### src/rtl/jamma_joy_if.sv
// JAMMA joystick multiplex bundle: host select strobe, raw contacts in, muxed bus and debounced bytes out.
interface jamma_joy_if;
    logic       JSELECT;
    logic [7:0] p1_raw;
    logic [7:0] p2_raw;
    logic [7:0] JJOY;
    logic [7:0] p1_state;
    logic [7:0] p2_state;
    logic       sel_alive;

    modport master (
        output JSELECT, p1_raw, p2_raw,
        input  JJOY, p1_state, p2_state, sel_alive
    );

    modport slave (
        input  JSELECT, p1_raw, p2_raw,
        output JJOY, p1_state, p2_state, sel_alive
    );
endinterface

### src/rtl/jamma_joy_responder.sv
// Board-side JAMMA joystick responder: per-bit debounce of both players, select watchdog,
// and a same-cycle select mux onto the shared active-low bus.
module jamma_joy_responder #(
    parameter int unsigned DEBOUNCE_W = 4,
    parameter int unsigned WATCHDOG   = 64,
    parameter bit          SWAP       = 1'b0
) (
    input  logic        pclk,
    input  logic        reset_n,
    jamma_joy_if.slave  bus
);

    localparam int unsigned NBITS = 16;
    // A zero-width filter keeps a 1-bit counter pinned at zero, so every mismatch is taken at once.
    localparam int unsigned CNT_W = (DEBOUNCE_W == 0) ? 1 : DEBOUNCE_W;
    localparam int unsigned WD_W  = $clog2(WATCHDOG + 1);
    localparam logic [CNT_W-1:0] CNT_MAX = CNT_W'((64'd1 << DEBOUNCE_W) - 64'd1);
    localparam logic [WD_W-1:0]  WD_MAX  = WD_W'(WATCHDOG);

    logic [NBITS-1:0]            raw_c;
    logic [NBITS-1:0]            state_q, state_d;
    logic [NBITS-1:0][CNT_W-1:0] cnt_q, cnt_d;
    logic                        sel_prev_q, sel_prev_d;
    logic [WD_W-1:0]             wd_q, wd_d;
    logic                        sel_alive_q, sel_alive_d;
    logic                        sel_b_c;

    assign raw_c = {bus.p2_raw, bus.p1_raw};

    // Per-bit stability counters: any agreeing cycle restarts the count.
    always_comb begin
        state_d = state_q;
        cnt_d   = cnt_q;
        for (int i = 0; i < NBITS; i++) begin
            if (raw_c[i] == state_q[i]) begin
                cnt_d[i] = '0;
            end else if (cnt_q[i] == CNT_MAX) begin
                state_d[i] = raw_c[i];
                cnt_d[i]   = '0;
            end else begin
                cnt_d[i] = cnt_q[i] + CNT_W'(1);
            end
        end
    end

    // Select-edge watchdog; saturates at WATCHDOG with the bus forced idle.
    always_comb begin
        sel_prev_d  = bus.JSELECT;
        wd_d        = wd_q;
        sel_alive_d = sel_alive_q;
        if (bus.JSELECT != sel_prev_q) begin
            wd_d        = '0;
            sel_alive_d = 1'b1;
        end else if (wd_q != WD_MAX) begin
            wd_d        = wd_q + WD_W'(1);
            sel_alive_d = ((wd_q + WD_W'(1)) != WD_MAX);
        end
    end

    always_ff @(posedge pclk or negedge reset_n) begin
        if (!reset_n) begin
            state_q     <= '1;
            cnt_q       <= '0;
            sel_prev_q  <= 1'b0;
            wd_q        <= WD_MAX;
            sel_alive_q <= 1'b0;
        end else begin
            state_q     <= state_d;
            cnt_q       <= cnt_d;
            sel_prev_q  <= sel_prev_d;
            wd_q        <= wd_d;
            sel_alive_q <= sel_alive_d;
        end
    end

    // The host samples in the cycle it drives select, so only the mux sits on this path.
    assign sel_b_c = bus.JSELECT ^ SWAP;

    assign bus.JJOY      = !sel_alive_q ? 8'hFF : (sel_b_c ? state_q[15:8] : state_q[7:0]);
    assign bus.p1_state  = state_q[7:0];
    assign bus.p2_state  = state_q[15:8];
    assign bus.sel_alive = sel_alive_q;

endmodule

### src/flat_wrapper.sv
// flat-port wrapper written by rule: the top's interface ports become plain ports
module jamma_joy_responder_flat 
#(
    parameter int unsigned DEBOUNCE_W = 4,
    parameter int unsigned WATCHDOG   = 64,
    parameter bit          SWAP       = 1'b0
)
  (pclk, reset_n, bus_JSELECT, bus_p1_raw, bus_p2_raw, bus_JJOY, bus_p1_state, bus_p2_state, bus_sel_alive);
  jamma_joy_if bus_i ();
  input  logic pclk;
  input  logic reset_n;
  input wire logic [$bits(bus_i.JSELECT)-1:0] bus_JSELECT;
  input wire logic [$bits(bus_i.p1_raw)-1:0] bus_p1_raw;
  input wire logic [$bits(bus_i.p2_raw)-1:0] bus_p2_raw;
  output wire logic [$bits(bus_i.JJOY)-1:0] bus_JJOY;
  output wire logic [$bits(bus_i.p1_state)-1:0] bus_p1_state;
  output wire logic [$bits(bus_i.p2_state)-1:0] bus_p2_state;
  output wire logic [$bits(bus_i.sel_alive)-1:0] bus_sel_alive;
  assign bus_i.JSELECT = bus_JSELECT;
  assign bus_i.p1_raw = bus_p1_raw;
  assign bus_i.p2_raw = bus_p2_raw;
  assign bus_JJOY = bus_i.JJOY;
  assign bus_p1_state = bus_i.p1_state;
  assign bus_p2_state = bus_i.p2_state;
  assign bus_sel_alive = bus_i.sel_alive;
  jamma_joy_responder #(.DEBOUNCE_W(DEBOUNCE_W), .WATCHDOG(WATCHDOG), .SWAP(SWAP)) u_core (.pclk(pclk), .reset_n(reset_n), .bus(bus_i));
endmodule
### config.mk
export PLATFORM = sky130hd
export DESIGN_NAME = jamma_joy_responder_flat
export DESIGN_NICKNAME = d
export VERILOG_FILES = /design/src/rtl/jamma_joy_if.sv /design/src/rtl/jamma_joy_responder.sv /design/src/flat_wrapper.sv
export SDC_FILE = /design/constraint.sdc
export NUM_CORES = 1
export LEC_CHECK = 0
export ABC_AREA = 1
export BUFFER_PORTS_ARGS = -buffer_cell sky130_fd_sc_hd__buf_2
export CORE_MARGIN = 10
export CORE_UTILIZATION = 40
export CTS_BUF_LIST = sky130_fd_sc_hd__clkbuf_8
export DETAILED_ROUTE_END_ITERATION = 12
export PLACE_DENSITY = 0.7
export SETUP_SLACK_MARGIN = 0.5
export SYNTH_ARGS = -nofsm -noshare
export SYNTH_HDL_FRONTEND = slang
export SYNTH_SLANG_ARGS = --single-unit
### constraint.sdc
create_clock -name pclk -period 2.6 [get_ports pclk]
set_clock_uncertainty 0.2 [all_clocks]
set_input_delay 0.26 -clock pclk [delete_from_list [all_inputs] [get_ports pclk]]
set_output_delay 0.26 -clock pclk [all_outputs]
set_load 0.02 [all_outputs]
==> summary.md <==
| Metric | Value |
|---|---|
| Outcome | finished clean |
| Pleak | 0.002360 µW |
| Final ANT Viol Nets | 0 |
| Die Ht | 120.9 µm |
| GPL Wtd Cong | 0.7974 |
| Drt drc | 0 |
| DP Area | 0.004458 mm² |
| Critical path type | flop to primary output |
| Top-count cell post-synth | nor2_1 |
| Unrepaired setup endpoints after global routing | false |
| Main flop type after synthesis | dfrtp_1 |
| Starting Density | 41.44% |
| Largest cells by area after synthesis | dfrtp_1 (44%), dfstp_2 (11%), xnor2_1 (7.1%) |
| Slew @ Worst Pin | 0.5583 ns |
| Register area share after synthesis | 55.26% |
| Initial antenna violation count | 0 |
| Final instance area | 0.004830 mm² |
| Clock-pin slew on the worst setup and hold paths | 0.08 ns |
| Placed Cells | 567 |
| # H-tree levels | 3 |
| Final hold vios | 0 |
| Max_cap viols | 0 |
| Tot Pwr | 3087 µW |
| Worst-Skew Late Latency | 0.35 ns |
| First-pass GRT wire length | 12340 µm |
| Final #Nets | 500 |
| Area of the die | 0.01461 mm² |
| Cell Area, Synth | 0.004069 mm² |
| Final setup viols | 0 |
| TritonCTS buffer count | 9 |
| Detailed-route via count | 2731 |
| Sink Count | 89 |
| Worst VDD drop | 0.0003448 V |
| Ports | 44 |
| Warnings from Yosys | 0 |
| CTS tree | done |
| Clock Tree Root | clkbuf_8 |
| Power Dens Cells | 639.1 mW/mm² |
| CP Data Required Time | 2.14 ns |
| Minimum clock period | 1.853 ns |
| Synth unique cells | 24 |
| Post-Syn Nets | 430 |
| Area growth, synth to finish | 18.70% |
| Post-synth EDFFs | 0 |
| Worst Path Max Fanout | 10 |
| Type of the worst min-delay path | input port to flop |
| Core ar. | 0.009819 mm² |
| Drt pass-1 iters | 4 |
| Total Routing Usage GR | 10.26% |
| Post-Synthesis Mean Instance Area | 10.38 µm² |
| Final wirelength | 7196 µm |
| Synth top area share | 44.28% |
| Setup TNS | 0 ns |
| Fin Hold WS | 0.04644 ns |
| F_max | 0.5396 GHz |
| Port bufs | 43 |
| Clock tree buffer depth | 2 |
| N_diodes | 0 |
| Final Cycle Share | 71.28% |
| Rows | 36 |
| Number of global-route vias before repair | 2806 |
| Synth top cells by count | nor2_1 (73), dfrtp_1 (72), nand3_1 (46) |
| Routed len/inst | 12.01 µm |
| Startpoint Class | flop |
| Largest net degree at the start of global routing | 48 |
| Final slew viol count | 0 |
| Critical path capture point type | primary output |
| GRT Residual Overflow | 0 |
| DIE WIDTH | 120.9 µm |
| Iter 0 DRT Violations | 79 |
| Cell count after synthesis | 392 |
| Fraction of registers with async set/reset | 100.0% |
| Slew headroom | 62.78% |
| Register bit total from synthesis | 89 |
| Drt via density | 4.559 |
| Largest area contributor in the netlist | dfrtp_1 |
| Hpwl dp | 5191 µm |
| Final std cells w/o fill | 599 |
| Post-CTS setup buffer count | 0 |
| Fraction of final layout cells sized beyond drive strength 1 | 22.10% |
| CP arrival | 1.39 ns |
registers in the layout, indices dropped and copies added (netlist names):
name and count:
u_core.bus.sel_alive 1, u_core.state_q 16, u_core.cnt_q 64, u_core.sel_prev_q 1, u_core.wd_q 7
layer usage:
| metal | vias to the layer above | wire length, µm | GRT usage (%) | share of wire, % |
|---|---|---|---|---|
| li1 | 1395 | - | - | - |
| met3 | 6 | 294 | 3.025 | 4.1 |
| met4 | 0 | 63 | 3.167 | 0.88 |
| met1 | 1286 | 3295 | 11.83 | 46 |
| met5 | - | 0 | 0 | 0 |
| met2 | 44 | 3543 | 17.86 | 49 |
cell families after synthesis:
kind of cell	count (synthesis)	synth area share, %
compound gates	4	0.7380
xor+xnor	50	11.22
fa+ha+maj	19	5.843
buf+inv	46	4.489
flops	89	55.26
mux	16	4.428
simple gates	168	18.02
what timing repair did:
item                      in CTS  in global routing
hold endpoints to repair      52                  0
resized for setup              0                  0
hold buffers                  17                  0
worst max-delay path, cell delays in order, from the launching register on:
cell     delay (ns)
dfrtp_1        0.67
nand3_1        0.18
buf_2          0.20
layout make-up:
type	count	area, µm²
clock inverter	5	63.81
clock buffer	10	137.6
fill	938	4990
inverter	44	167.7
tap	133	166.4
timing repair buffer	61	407.9
multi-input combinational	257	1638
sequential	89	2248
power by group:
part / switching (µW) / internal [µW] / leakage, µW / total, µW
Sequential: 116 / 1540 / 0.00113 / 1650
Combinational: 259 / 211 / 0.00113 / 470
Clock: 490 / 474 / 0.0000994 / 964
cells in the final DEF (no fill, tap or decap), types with 2 or more instances in the layout:
cell           synthesis  layout
nor2_1                73      73
dfrtp_1               72      72
nand3_1               46      46
inv_1                 42      42
buf_2                  0      42
nand2_1               39      39
xnor2_1               33      33
ha_1                  19      19
dlygate4sd3_1          0      17
dfstp_2               17      17
xor2_1                16      16
mux2_2                16      16
clkbuf_8               0      10
nand4_1                3       3
nor2_4                 2       2
o21ai_2                2       2
nand3_2                2       2
inv_6                  0       2
through the flow:
stage | worst slack (ns) | utilization (%)
floorplan | 1.124 | -
global placement | 0.8132 | 45.40
detailed placement | 0.7617 | 45.40
CTS | 0.6825 | 49.18
global route | 0.6743 | 49.18
finish | 0.7468 | 49.18
path summary, 6_finish.rpt:
check                      depth (start not counted)                              from  slack [ns]                               end
min                                                1                       bus_JSELECT        0.05       u_core.sel_prev_q$_DFF_PN0_
max reg2reg                                        7        u_core.wd_q[0]$_DFFE_PN0P_        0.97  u_core.bus.sel_alive$_DFFE_PN0P_
min in group asynchronous                          2                           reset_n        0.24        u_core.cnt_q[25]$_DFF_PN0_
min reg2reg                                        1        u_core.cnt_q[12]$_DFF_PN0_        0.26        u_core.cnt_q[12]$_DFF_PN0_
max in group asynchronous                          3                           reset_n        1.26        u_core.wd_q[6]$_DFFE_PN1P_
max                                                2  u_core.bus.sel_alive$_DFFE_PN0P_        0.75                       bus_JJOY[3]
(Power assumes the default switching activity.)
